<file path="config.mk">
export PLATFORM = sky130hd
export DESIGN_NAME = mem_wb_stage_flat
export DESIGN_NICKNAME = d
export VERILOG_FILES = /design/src/rtl/mem_wb_stage_pkg.sv /design/src/rtl/mem_wb_stage_if.sv /design/src/rtl/mem_wb_reg.sv /design/src/rtl/mem_wb_stage.sv /design/src/flat_wrapper.sv
export SDC_FILE = /design/constraint.sdc
export NUM_CORES = 1
export LEC_CHECK = 0
export CELL_PAD_IN_SITES_DETAIL_PLACEMENT = 1
export CELL_PAD_IN_SITES_GLOBAL_PLACEMENT = 2
export CORE_ASPECT_RATIO = 0.6
export CORE_MARGIN = 3
export CORE_UTILIZATION = 19
export DETAILED_ROUTE_END_ITERATION = 12
export GPL_TIMING_DRIVEN = 1
export PLACE_DENSITY = 0.91
export SLEW_MARGIN = 10
export SYNTH_ARGS = -nofsm -noshare
export SYNTH_HDL_FRONTEND = slang
export SYNTH_SLANG_ARGS = --single-unit
export TNS_END_PERCENT = 10
</file>
<file path="constraint.sdc">
create_clock -name clk -period 3.82 [get_ports clk]
set_input_delay 0.764 -clock clk [delete_from_list [all_inputs] [get_ports clk]]
set_output_delay 0.764 -clock clk [all_outputs]
set_load 0.03 [all_outputs]
</file>
<file path="src/rtl/mem_wb_stage_pkg.sv">
// mem_wb_stage_pkg: shared types and widths for the MEM/WB pipeline boundary.
//   - WORD_W / REG_W : data word and register-index widths
//   - state_e        : memory handshake FSM states
//   - wb_rec_t       : writeback record carried into WB
//   - WB_BUBBLE      : reset record; a stall applies only its wb_en bit
package mem_wb_stage_pkg;

    localparam int unsigned WORD_W = 32;
    localparam int unsigned REG_W  = 4;

    typedef enum logic {
        IDLE = 1'b0,
        WAIT = 1'b1
    } state_e;

    typedef struct packed {
        logic              wb_en;
        logic [WORD_W-1:0] value;
        logic [REG_W-1:0]  dest;
        logic [WORD_W-1:0] pc;
    } wb_rec_t;

    localparam wb_rec_t WB_BUBBLE = '{wb_en: 1'b0, value: '0, dest: '0, pc: '0};

endpackage

</file>
<file path="src/rtl/mem_wb_stage_if.sv">
// mem_wb_stage_if: request/ready bus between the MEM stage and data memory.
//   master (stage) : drives mem_req, mem_we, mem_addr, mem_wdata; samples mem_rdata, mem_ready
//   slave (memory) : the reverse
interface mem_wb_stage_if;

    logic                                 mem_req;
    logic                                 mem_we;
    logic [mem_wb_stage_pkg::WORD_W-1:0]  mem_addr;
    logic [mem_wb_stage_pkg::WORD_W-1:0]  mem_wdata;
    logic [mem_wb_stage_pkg::WORD_W-1:0]  mem_rdata;
    logic                                 mem_ready;

    modport master (
        output mem_req, mem_we, mem_addr, mem_wdata,
        input  mem_rdata, mem_ready
    );

    modport slave (
        input  mem_req, mem_we, mem_addr, mem_wdata,
        output mem_rdata, mem_ready
    );

endinterface

</file>
<file path="src/rtl/mem_wb_reg.sv">
// mem_wb_reg: writeback pipeline register.
//   clk, rst : clock, synchronous active-high reset
//   load     : capture rec_in at the next edge; otherwise insert a bubble
//   rec_in   : record to capture
//   rec_q    : registered record driving WB
module mem_wb_reg
    import mem_wb_stage_pkg::*;
(
    input  logic    clk,
    input  logic    rst,
    input  logic    load,
    input  wb_rec_t rec_in,
    output wb_rec_t rec_q
);

    wb_rec_t rec_d;

    // A bubble only kills wb_en; the data fields hold so WB never sees a re-issue.
    always_comb begin
        rec_d = rec_q;
        if (load) begin
            rec_d = rec_in;
        end else begin
            rec_d.wb_en = WB_BUBBLE.wb_en;
        end
    end

    always_ff @(posedge clk) begin
        if (rst) begin
            rec_q <= WB_BUBBLE;
        end else begin
            rec_q <= rec_d;
        end
    end

endmodule

</file>
<file path="src/rtl/mem_wb_stage.sv">
// mem_wb_stage: MEM/WB boundary with a variable-latency data memory handshake.
//   clk, rst           : clock, synchronous active-high reset
//   wb_en, mem_r_en,
//   mem_w_en, alu_res,
//   val_rm, dest, pc_in: MEM-stage instruction
//   mem_if (master)    : data memory request/ready bus
//   freeze             : combinational hold for upstream stages
//   wb_en_out, wb_value,
//   wb_dest, pc_out    : registered writeback record
//   stall_cnt          : saturating count of freeze cycles
module mem_wb_stage
    import mem_wb_stage_pkg::*;
#(
    parameter int unsigned STALL_CNT_W = 16
) (
    input  logic                   clk,
    input  logic                   rst,
    input  logic                   wb_en,
    input  logic                   mem_r_en,
    input  logic                   mem_w_en,
    input  logic [WORD_W-1:0]      alu_res,
    input  logic [WORD_W-1:0]      val_rm,
    input  logic [REG_W-1:0]       dest,
    input  logic [WORD_W-1:0]      pc_in,
    mem_wb_stage_if.master         mem_if,
    output logic                   freeze,
    output logic                   wb_en_out,
    output logic [WORD_W-1:0]      wb_value,
    output logic [REG_W-1:0]       wb_dest,
    output logic [WORD_W-1:0]      pc_out,
    output logic [STALL_CNT_W-1:0] stall_cnt
);

    localparam logic [STALL_CNT_W-1:0] CNT_MAX = {STALL_CNT_W{1'b1}};

    state_e                 state_q, state_d;
    logic [STALL_CNT_W-1:0] stall_cnt_q, stall_cnt_d;
    logic                   acc;
    logic                   mem_req_c;
    logic                   load_c;
    wb_rec_t                rec_in;
    wb_rec_t                rec_q;

    assign acc = mem_r_en | mem_w_en;

    // Handshake FSM: WAIT holds the request until memory signals ready.
    always_comb begin
        state_d   = state_q;
        mem_req_c = 1'b0;
        freeze    = 1'b0;
        load_c    = 1'b0;
        case (state_q)
            IDLE: begin
                if (acc) begin
                    mem_req_c = 1'b1;
                    if (mem_if.mem_ready) begin
                        load_c = 1'b1;
                    end else begin
                        freeze  = 1'b1;
                        state_d = WAIT;
                    end
                end else begin
                    load_c = 1'b1;
                end
            end
            WAIT: begin
                mem_req_c = 1'b1;
                if (mem_if.mem_ready) begin
                    load_c  = 1'b1;
                    state_d = IDLE;
                end else begin
                    freeze = 1'b1;
                end
            end
            default: state_d = IDLE;
        endcase
    end

    // Load wins over store if both are flagged.
    assign mem_if.mem_req   = mem_req_c;
    assign mem_if.mem_we    = mem_req_c & mem_w_en & ~mem_r_en;
    assign mem_if.mem_addr  = alu_res;
    assign mem_if.mem_wdata = val_rm;

    always_comb begin
        rec_in       = WB_BUBBLE;
        rec_in.wb_en = wb_en;
        rec_in.value = mem_r_en ? mem_if.mem_rdata : alu_res;
        rec_in.dest  = dest;
        rec_in.pc    = pc_in;
    end

    // Saturating stall counter.
    always_comb begin
        stall_cnt_d = stall_cnt_q;
        if (freeze && (stall_cnt_q != CNT_MAX)) begin
            stall_cnt_d = stall_cnt_q + STALL_CNT_W'(1);
        end
    end

    always_ff @(posedge clk) begin
        if (rst) begin
            state_q     <= IDLE;
            stall_cnt_q <= '0;
        end else begin
            state_q     <= state_d;
            stall_cnt_q <= stall_cnt_d;
        end
    end

    mem_wb_reg u_wb_reg (
        .clk    (clk),
        .rst    (rst),
        .load   (load_c),
        .rec_in (rec_in),
        .rec_q  (rec_q)
    );

    assign wb_en_out = rec_q.wb_en;
    assign wb_value  = rec_q.value;
    assign wb_dest   = rec_q.dest;
    assign pc_out    = rec_q.pc;
    assign stall_cnt = stall_cnt_q;

endmodule

</file>
<file path="src/flat_wrapper.sv">
// flat-port wrapper written by rule: the top's interface ports become plain ports
module mem_wb_stage_flat import mem_wb_stage_pkg::*;
#(
    parameter int unsigned STALL_CNT_W = 16
)
  (clk, rst, wb_en, mem_r_en, mem_w_en, alu_res, val_rm, dest, pc_in, freeze, wb_en_out, wb_value, wb_dest, pc_out, stall_cnt, mem_if_mem_req, mem_if_mem_we, mem_if_mem_addr, mem_if_mem_wdata, mem_if_mem_rdata, mem_if_mem_ready);
  mem_wb_stage_if mem_if_i ();
  input  logic clk;
  input  logic rst;
  input  logic wb_en;
  input  logic mem_r_en;
  input  logic mem_w_en;
  input  logic [WORD_W-1:0] alu_res;
  input  logic [WORD_W-1:0] val_rm;
  input  logic [REG_W-1:0] dest;
  input  logic [WORD_W-1:0] pc_in;
  output logic freeze;
  output logic wb_en_out;
  output logic [WORD_W-1:0] wb_value;
  output logic [REG_W-1:0] wb_dest;
  output logic [WORD_W-1:0] pc_out;
  output logic [STALL_CNT_W-1:0] stall_cnt;
  output wire logic [$bits(mem_if_i.mem_req)-1:0] mem_if_mem_req;
  output wire logic [$bits(mem_if_i.mem_we)-1:0] mem_if_mem_we;
  output wire logic [$bits(mem_if_i.mem_addr)-1:0] mem_if_mem_addr;
  output wire logic [$bits(mem_if_i.mem_wdata)-1:0] mem_if_mem_wdata;
  input wire logic [$bits(mem_if_i.mem_rdata)-1:0] mem_if_mem_rdata;
  input wire logic [$bits(mem_if_i.mem_ready)-1:0] mem_if_mem_ready;
  assign mem_if_mem_req = mem_if_i.mem_req;
  assign mem_if_mem_we = mem_if_i.mem_we;
  assign mem_if_mem_addr = mem_if_i.mem_addr;
  assign mem_if_mem_wdata = mem_if_i.mem_wdata;
  assign mem_if_i.mem_rdata = mem_if_mem_rdata;
  assign mem_if_i.mem_ready = mem_if_mem_ready;
  mem_wb_stage #(.STALL_CNT_W(STALL_CNT_W)) u_core (.clk(clk), .rst(rst), .wb_en(wb_en), .mem_r_en(mem_r_en), .mem_w_en(mem_w_en), .alu_res(alu_res), .val_rm(val_rm), .dest(dest), .pc_in(pc_in), .mem_if(mem_if_i), .freeze(freeze), .wb_en_out(wb_en_out), .wb_value(wb_value), .wb_dest(wb_dest), .pc_out(pc_out), .stall_cnt(stall_cnt));
endmodule
</file>
# Yosys cells after proc, flatten, opt, wreduce, memory -nomap -nowiden
# Cells that the tools add are included.
dict set report word_totals {
  regBits 86
  inputBits 138
  out_inout_bits 152
  wordCells 25
}
dict set report op_classes {
  add_sub_neg 1
  n_eq_ne 1
  mux 9
  bitwise 6
  reduce_logical 2
}
# operator n
set op_table {}
lappend op_table {{$mux W32} 1}
lappend op_table {{$add A16 B1 Y16 const B} 1}
lappend op_table {{$ne A16 B16 Y1 const B} 1}
lappend op_table {{$pmux W1 S2} 3}
lappend op_table {{$mux W1} 5}
lappend op_table {{$not A1 Y1} 3}
lappend op_table {{$and A1 B1 Y1} 2}
lappend op_table {{$reduce_or A2 Y1} 1}
lappend op_table {{$logic_and A1 B1 Y1} 1}
lappend op_table {{$or A1 B1 Y1} 1}

# Longest topological paths before layout
# Gate-level depths: netlist of run 1.
dict set report depth {
  word_depth 5
  depth_mapped 10
  mapped_depth_nobuf 6
}

# Modules after synthesis
# Synthesis of run 1 repeated with hierarchy kept, for this count alone.
dict set report hier_totals {
  hier_cells 431
  hier_area_um2 4201.5
}
# mod instances cells_per_inst area_per_inst_um2 seq_area_each_um2
set by_module_without_submodules {}
lappend by_module_without_submodules {mem_wb_reg 1 222 2434.8 1381.3}
lappend by_module_without_submodules {mem_wb_stage 1 209 1766.7 340.3}

# Worst setup path after synthesis of run 1
# No wires, ideal clock.
dict set report synth_timing {
  kind {in2out}
  start {input mem_r_en}
  end {output freeze}
  arrival_ns 2.084
  required_ns 3.056
  slack_ns 0.972
  cell_stages 8
  n_path_buf 4
  cell_sequence {buf_6 nor3_2 inv_2 nand2b_1 buf_2 inv_2 clkbuf_1 clkbuf_1}
}
dict set report synth_via {
  elab_chain_cells 3
}
# element line_no
set synth_lines {}
lappend synth_lines {{from (decl)} flat_wrapper.sv:11} ;# input logic mem_r_en;
lappend synth_lines {{$or A1 B1 Y1} mem_wb_stage.sv:44} ;# assign acc = mem_r_en | mem_w_en;
lappend synth_lines {{$mux W1} mem_wb_stage.sv:54} ;# if (acc) begin
lappend synth_lines {{$pmux W1 S2} mem_wb_stage.sv:52} ;# case (state_q)
lappend synth_lines {{to (decl)} flat_wrapper.sv:17} ;# output logic freeze;
# No other way between the ends.

# Final worst setup path of run 1
dict set report layout_timing {
  start {input mem_w_en}
  end {output mem_if_mem_req}
}
dict set report layout_via {
  elab_chain_cells 3
}
# element line_no
set layout_lines {}
lappend layout_lines {{from (decl)} flat_wrapper.sv:12} ;# input logic mem_w_en;
lappend layout_lines {{$or A1 B1 Y1} mem_wb_stage.sv:44}
lappend layout_lines {{$mux W1} mem_wb_stage.sv:54}
lappend layout_lines {{$pmux W1 S2} mem_wb_stage.sv:52}
lappend layout_lines {{to (decl)} flat_wrapper.sv:23} ;# output wire logic [$bits(mem_if_i.mem_req)-1:0] mem_if_mem_req;
# No other way between the ends.

==> results of run 1 <==
==> path summary, 6_finish.rpt <==
path | startpoint | end | cells past startpoint
hold / removal | u_core.u_wb_reg.rec_q[13] | u_core.u_wb_reg.rec_q[13] | 2
setup reg to reg | u_core.stall_cnt[2] | u_core.stall_cnt[15] | 4
hold reg to reg | u_core.u_wb_reg.rec_q[13] | u_core.u_wb_reg.rec_q[13] | 2
setup / recovery | mem_w_en | mem_if_mem_req | 4
==> layer usage <==
metal / vias to the layer above / track usage (%) / wire length [um]
met1: 1736 / 14.2 / 6200
met2: 143 / 18.4 / 6020
met4: 0 / 3.99 / 255
met5: - / 0 / 0
li1: 1866 / - / -
met3: 16 / 6.76 / 1410
==> placed cells by master, fill, tap and decap left out <==
master,count
clkdlybuf4s50_1,222
or3_1,1
nand2_1,80
clkbuf_16,9
buf_4,8
clkinvlp_4,2
nand4_1,8
inv_2,2
o21a_1,1
or4_4,1
nor2_1,42
and3_1,3
ha_1,1
bufinv_16,1
inv_1,3
nor4b_1,1
dfxtp_1,86
o31a_1,1
nor4_1,3
mux2i_1,33
nor3_2,1
clkbuf_1,2
a21oi_1,44
and4_1,2
buf_2,1
o31ai_1,4
or4_1,4
clkbuf_8,1
o41ai_1,1
o21ai_0,1
nand3_1,2
nor2b_1,8
mux2_1,6
a211oi_1,34
nor3_1,5
o311ai_1,1
nand2b_4,1
==> state kept, by name, summed over array words and instances (netlist names) <==
register	count
u_core.state_q	1
u_core.stall_cnt	16
u_core.u_wb_reg.rec_q	69
==> worst max-delay path: stages <==
cell,delay (ns)
clkdlybuf4s50_1,0.43
nor3_2,0.30
inv_2,0.12
clkdlybuf4s50_1,0.63
==> kinds of logic after synthesis <==
| logic type | count (synthesis) |
|---|---|
| simple gates | 162 |
| buf+inv | 101 |
| compound gates | 87 |
| flops | 86 |
| mux | 39 |
| fa+ha+maj | 1 |
==> power groups by stage <==
stage / clock network (mW) / registers [mW] / logic (mW)
final: 0.890 / 0.982 / 0.578
after global routing: 0.970 / 0.990 / 0.618
after CTS: 0.935 / 0.983 / 0.588
after detailed placement: 0 / 1.00 / 0.585
after global placement: 0 / 1.00 / 0.580
after floorplan: 0 / 1.11 / 0.260
==> final cells by class <==
type,instances,area (sq um)
Inverter,5,18.8
Sequential cell,86,1720
Fill cell,2383,14100
Clock inverter,3,45.0
Tap cell,273,342
Multi-Input combinational cell,289,1680
Timing Repair Buffer,231,2290
Clock buffer,12,246
==> through the flow <==
| stage | worst slack [ns] | hold WS, ns | power [mW] | util (%) |
|---|---|---|---|---|
| 5_1_grt | 0.767 | 0.462 | 2.58 | 31.1 |
| 6_report | 0.817 | 0.450 | 2.45 | 31.1 |
| 2_1_floorplan | 0.972 | 0.580 | 1.37 | - |
| 3_3_place_gp | 0.844 | 0.439 | 1.58 | 29.6 |
| 3_5_place_dp | 0.803 | 0.445 | 1.59 | 29.6 |
| 4_1_cts | 0.803 | 0.454 | 2.51 | 31.1 |
==> flow_metrics.py, run 1 <==
metrics = {
    "timing": {
        "setup_viol": 0,
        "tns_ns": 0,
        "hold_viol_final": 0,
        "fin_worst_skew_ns": 0.00921,
        "tightest_slew_ns": 0.677,
        "final-max-slew-violation-count": 0,
        "relSlewSlack_pct": 54.9,
        "fin_crit_sh_pct": 78.6,
        "min_period_ns": 3.00,
        "rsz0062_at_grt": "no",
        "clock.fmax_ghz": 0.333,
    },
    "setup_path": {
        "cp-start-kind": "primary input",
        "endpoint_kind": "output port",
        "arrival_ns": 2.24,
        "cp.required_ns": 3.06,
        "rrSetupSlack_ns": 1.98,
        "cp_max_fo": 4,
        "path_class": "primary input to output port",
    },
    "detailed_routing": {
        "vias": 3761,
        "drtPass1Iterations": 4,
        "drcViolationCount": 0,
        "wirelength_mm": 13.9,
        "drt-initial-drc-count": 91,
        "ant_nets": 0,
        "wire_per_inst_um": 15.4,
        "viasPerCell": 4.18,
    },
    "logic_synthesis": {
        "muxShareOfSynthArea_pct": 9.85,
        "synth-compound-area-share_pct": 13.5,
        "synthTopCellsByCount": "86 x dfxtp_1, 80 x nand2_1, 64 x buf_4",
        "synth_cell_type_count": 34,
        "post-synth-top-count-cell": "dfxtp_1",
        "synth_top_area_cell": "dfxtp_1",
        "synth_area_sq_um": 4040,
        "synthFlopType": "dfxtp_1",
        "synth_cells": 476,
        "yosysTopAreaCellShare_pct": 42.6,
        "synth_simple_gate_area_share_pct": 17.8,
        "synthXorXnorAreaFrac_pct": 0,
        "synth_top_family_by_area": "simple AND/OR/NAND/NOR gates",
        "yosysSeqAreaShare_pct": 42.6,
        "syn-num-nets": 615,
        "avgSynthCellArea_sq_um": 8.49,
        "synth-seq-cells": 86,
        "ys_top_cells_by_area": "dfxtp_1 43%, buf_4 12%, mux2i_1 8.2%, nand2_1 7.4%, a211oi_1 6.3%",
        "synthAdderAreaFrac_pct": 0.310,
        "synthArstFlopShare_pct": 0,
        "yosysWarnings": 0,
        "synth_edf_count": 0,
    },
    "status": {
        "outcome": "finished, final reports clean",
    },
    "power": {
        "combinationalPowerShare_pct": 23.6,
        "switchingPower_mw": 0.706,
        "p_clk_share_pct": 36.3,
        "p_int_mw": 1.74,
        "power.leakage_nw": 2.38,
        "vdd_drop_max_mv": 0.191,
        "power.share.sequential_pct": 40.1,
        "switching_share_pct": 28.8,
        "p_per_area_nw_per_um2": 386,
    },
    "cts": {
        "post_cts_buffers": 0,
        "insertion_delay_ns": 0.35,
        "cts_root_buf": "clkbuf_16",
        "clock-sinks": 86,
        "htreeDepth": 3,
        "cts_tree": "yes",
        "clk_pin_slew_ns": 0.06,
        "postCtsHoldBufs": 0,
        "cts.path.max_buffers": 2,
        "cts-buffers-inserted": 9,
        "cts_resized": 0,
    },
    "final_layout": {
        "final_cell_area_sq_um": 6340,
        "diodes": 0,
        "nNetsFinal": 761,
        "drive_above_1_share_pct": 4.31,
        "areaGrowthSynthToFinish_pct": 57.1,
        "final_cells": 899,
    },
    "grt": {
        "grt_pass1_vias": 3967,
        "grt_max_degree": 66,
        "grtUsageTotal_pct": 12.0,
        "grt_pass1_wl_mm": 21.9,
        "antenna_found_initial": 0,
        "grt.overflow.total": 0,
    },
    "placement": {
        "dpl.cell_count": 884,
        "portBuffers": 225,
        "finalWeightedCongestion": 0.746,
        "dpl_cell_area_sq_um": 6050,
        "dpl.hpwl_mm": 10.5,
    },
    "floorplanning": {
        "fp.dieW_um": 194,
        "rows": 40,
        "ios": 290,
        "dieArea_sq_um": 23100,
        "core_sq_um": 20400,
        "start_util_pct": 19.8,
        "die_h_um": 119,
    },
    "job": {
        "drv_cap": 0,
    },
    "hold_path": {
        "hold_class": "flop to flop",
    },
}
Power figures use the tool's default switching activity.
==> inputs of run 2 (changes only) <==
- CORE_UTILIZATION: 19 -> 18
- PLACE_DENSITY: 0.91 -> 0.87
- clock period: 3.82 -> 2.9 ns (I/O delays scaled with it)
==> flow_metrics.py, run 2 (synthesis gave the netlist of run 1 again) <==
metrics = {
    "floorplanning": {
        "dieArea_sq_um": 24300,
        "die_h_um": 122,
        "core_sq_um": 21500,
        "start_util_pct": 18.8,
        "rows": 41,
        "fp.dieW_um": 199,
        "ios": 290,
    },
    "timing": {
        "setup_viol": 0,
        "rsz0062_at_grt": "no",
        "fin_crit_sh_pct": 87.0,
        "tightest_slew_ns": 0.654,
        "fin_worst_skew_ns": 0.00577,
        "tns_ns": 0,
        "final-max-slew-violation-count": 0,
        "fin_ws_ns": 0.378,
        "relSlewSlack_pct": 56.0,
        "min_period_ns": 2.52,
        "hold_viol_final": 0,
        "clock.fmax_ghz": 0.397,
    },
    "power": {
        "power.leakage_nw": 2.42,
        "vdd_drop_max_mv": 0.250,
        "power.share.sequential_pct": 38.6,
        "combinationalPowerShare_pct": 22.8,
        "p_int_mw": 2.42,
        "power_mw": 3.36,
        "p_per_area_nw_per_um2": 524,
        "switchingPower_mw": 0.945,
        "p_clk_share_pct": 38.6,
        "switching_share_pct": 28.1,
    },
    "setup_path": {
        "cpPeakStageDelay_ns": 0.47,
        "cp_top_family": "buffers and inverters",
        "path_common_cell": "inv_2",
        "cp_max_fo": 12,
        "path_class": "primary input to output port",
        "crit_buf_inv": 4,
        "path_cells": "clkdlybuf4s50_1, nor3_2, inv_2, nand2b_4, inv_2, buf_4",
        "rrSetupSlack_ns": 0.93,
        "cp-start-kind": "primary input",
        "cp.required_ns": 2.32,
        "arrival_ns": 1.94,
        "endpoint_kind": "output port",
        "critPathSlowestCell": "clkdlybuf4s50_1",
    },
    "cts": {
        "postCtsHoldBufs": 0,
        "clock-sinks": 86,
        "cts.path.max_buffers": 2,
        "cts_tree": "yes",
        "cts_root_buf": "clkbuf_16",
        "insertion_delay_ns": 0.35,
        "clk_pin_slew_ns": 0.07,
        "post_cts_buffers": 0,
        "cts_resized": 0,
        "cts-buffers-inserted": 9,
        "htreeDepth": 3,
    },
    "detailed_routing": {
        "ant_nets": 0,
        "drcViolationCount": 0,
        "vias": 3833,
        "drtPass1Iterations": 4,
        "wire_per_inst_um": 15.8,
        "wirelength_mm": 14.4,
        "viasPerCell": 4.22,
        "drt-initial-drc-count": 92,
    },
    "final_layout": {
        "final_cell_mix": "221 x clkdlybuf4s50_1, 86 x dfxtp_1, 80 x nand2_1",
        "final_core_util_pct": 29.9,
        "largest_reg_flops": 69,
        "nNetsFinal": 763,
        "top_register": "u_core.u_wb_reg.rec_q",
        "final_common_cell": "clkdlybuf4s50_1",
        "drive_above_1_share_pct": 5.25,
        "final_cell_area_sq_um": 6420,
        "areaGrowthSynthToFinish_pct": 58.9,
        "diodes": 0,
    },
    "grt": {
        "busiest_layer": "met2",
        "grtUsageTotal_pct": 11.7,
        "grt_max_degree": 59,
        "grtUsageMet3_pct": 5.72,
        "met1_usage_pct": 14.7,
        "grt_pass1_wl_mm": 22.0,
        "antenna_found_initial": 0,
        "grt_pass1_vias": 3920,
        "grt.overflow.total": 0,
        "met2_usage_pct": 18.1,
    },
    "placement": {
        "dp_worst_setup_slack_ns": 0.284,
        "dpl_cell_area_sq_um": 6080,
        "finalWeightedCongestion": 0.734,
        "portBuffers": 225,
        "dpl.hpwl_mm": 11.2,
    },
    "hold_path": {
        "hold_class": "flop to flop",
    },
    "status": {
        "outcome": "finished, final reports clean",
    },
    "job": {
        "drv_cap": 0,
    },
}
## run 2: path summary, 6_finish.rpt
kind / from / cells past startpoint / endpoint
worst max register to register: u_core.stall_cnt[13] / 5 / u_core.stall_cnt[13]
worst min register to register: u_core.u_wb_reg.rec_q[24] / 2 / u_core.u_wb_reg.rec_q[24]
worst min-delay path: u_core.u_wb_reg.rec_q[24] / 2 / u_core.u_wb_reg.rec_q[24]
worst max-delay path: mem_w_en / 6 / freeze
## run 2: layout make-up
cell class | instances | area, sq um
clock buffer | 11 | 253
fill | 2479 | 15100
inverter | 5 | 18.8
sequential | 86 | 1720
clock inverter | 5 | 81.3
timing repair buffer | 233 | 2310
multi-input combinational | 289 | 1680
tap | 279 | 349
## run 2: metrics by stage
| step | hold slack (ns) | cells |
|---|---|---|
| after detailed placement | 0.444 | 892 |
| after floorplan | 0.580 | 476 |
| after CTS | 0.453 | 908 |
| after global placement | 0.437 | 892 |
| final | 0.450 | 908 |
| after global routing | 0.475 | 908 |
## run 2: power groups by stage
| stage | sequential [mW] | clock [mW] | combinational (mW) |
|---|---|---|---|
| 3_3_place_gp | 1.32 | 0 | 0.771 |
| 6_report | 1.30 | 1.30 | 0.767 |
| 2_1_floorplan | 1.46 | 0 | 0.343 |
| 5_1_grt | 1.31 | 1.40 | 0.820 |
| 4_1_cts | 1.30 | 1.35 | 0.780 |
| 3_5_place_dp | 1.32 | 0 | 0.777 |
## run 2: per-layer routing
layer	vias up	share of wire, %
met5	-	0
met4	0	1.1
met3	14	8.8
met2	142	44
met1	1807	46
li1	1870	-
## run 2: worst register-to-register path: cells and delay by family (launching register included)
family | cells | cell delay [ns]
flops | 1 | 0.44
buf+inv | 1 | 0.28
compound gates | 1 | 0.17
simple gates | 3 | 0.98
==> inputs of run 3 (changes only) <==
- SLEW_MARGIN: 10 -> unset
==> results of run 3 <==
Final layout, timing and power as in run 2 (identical DEF).
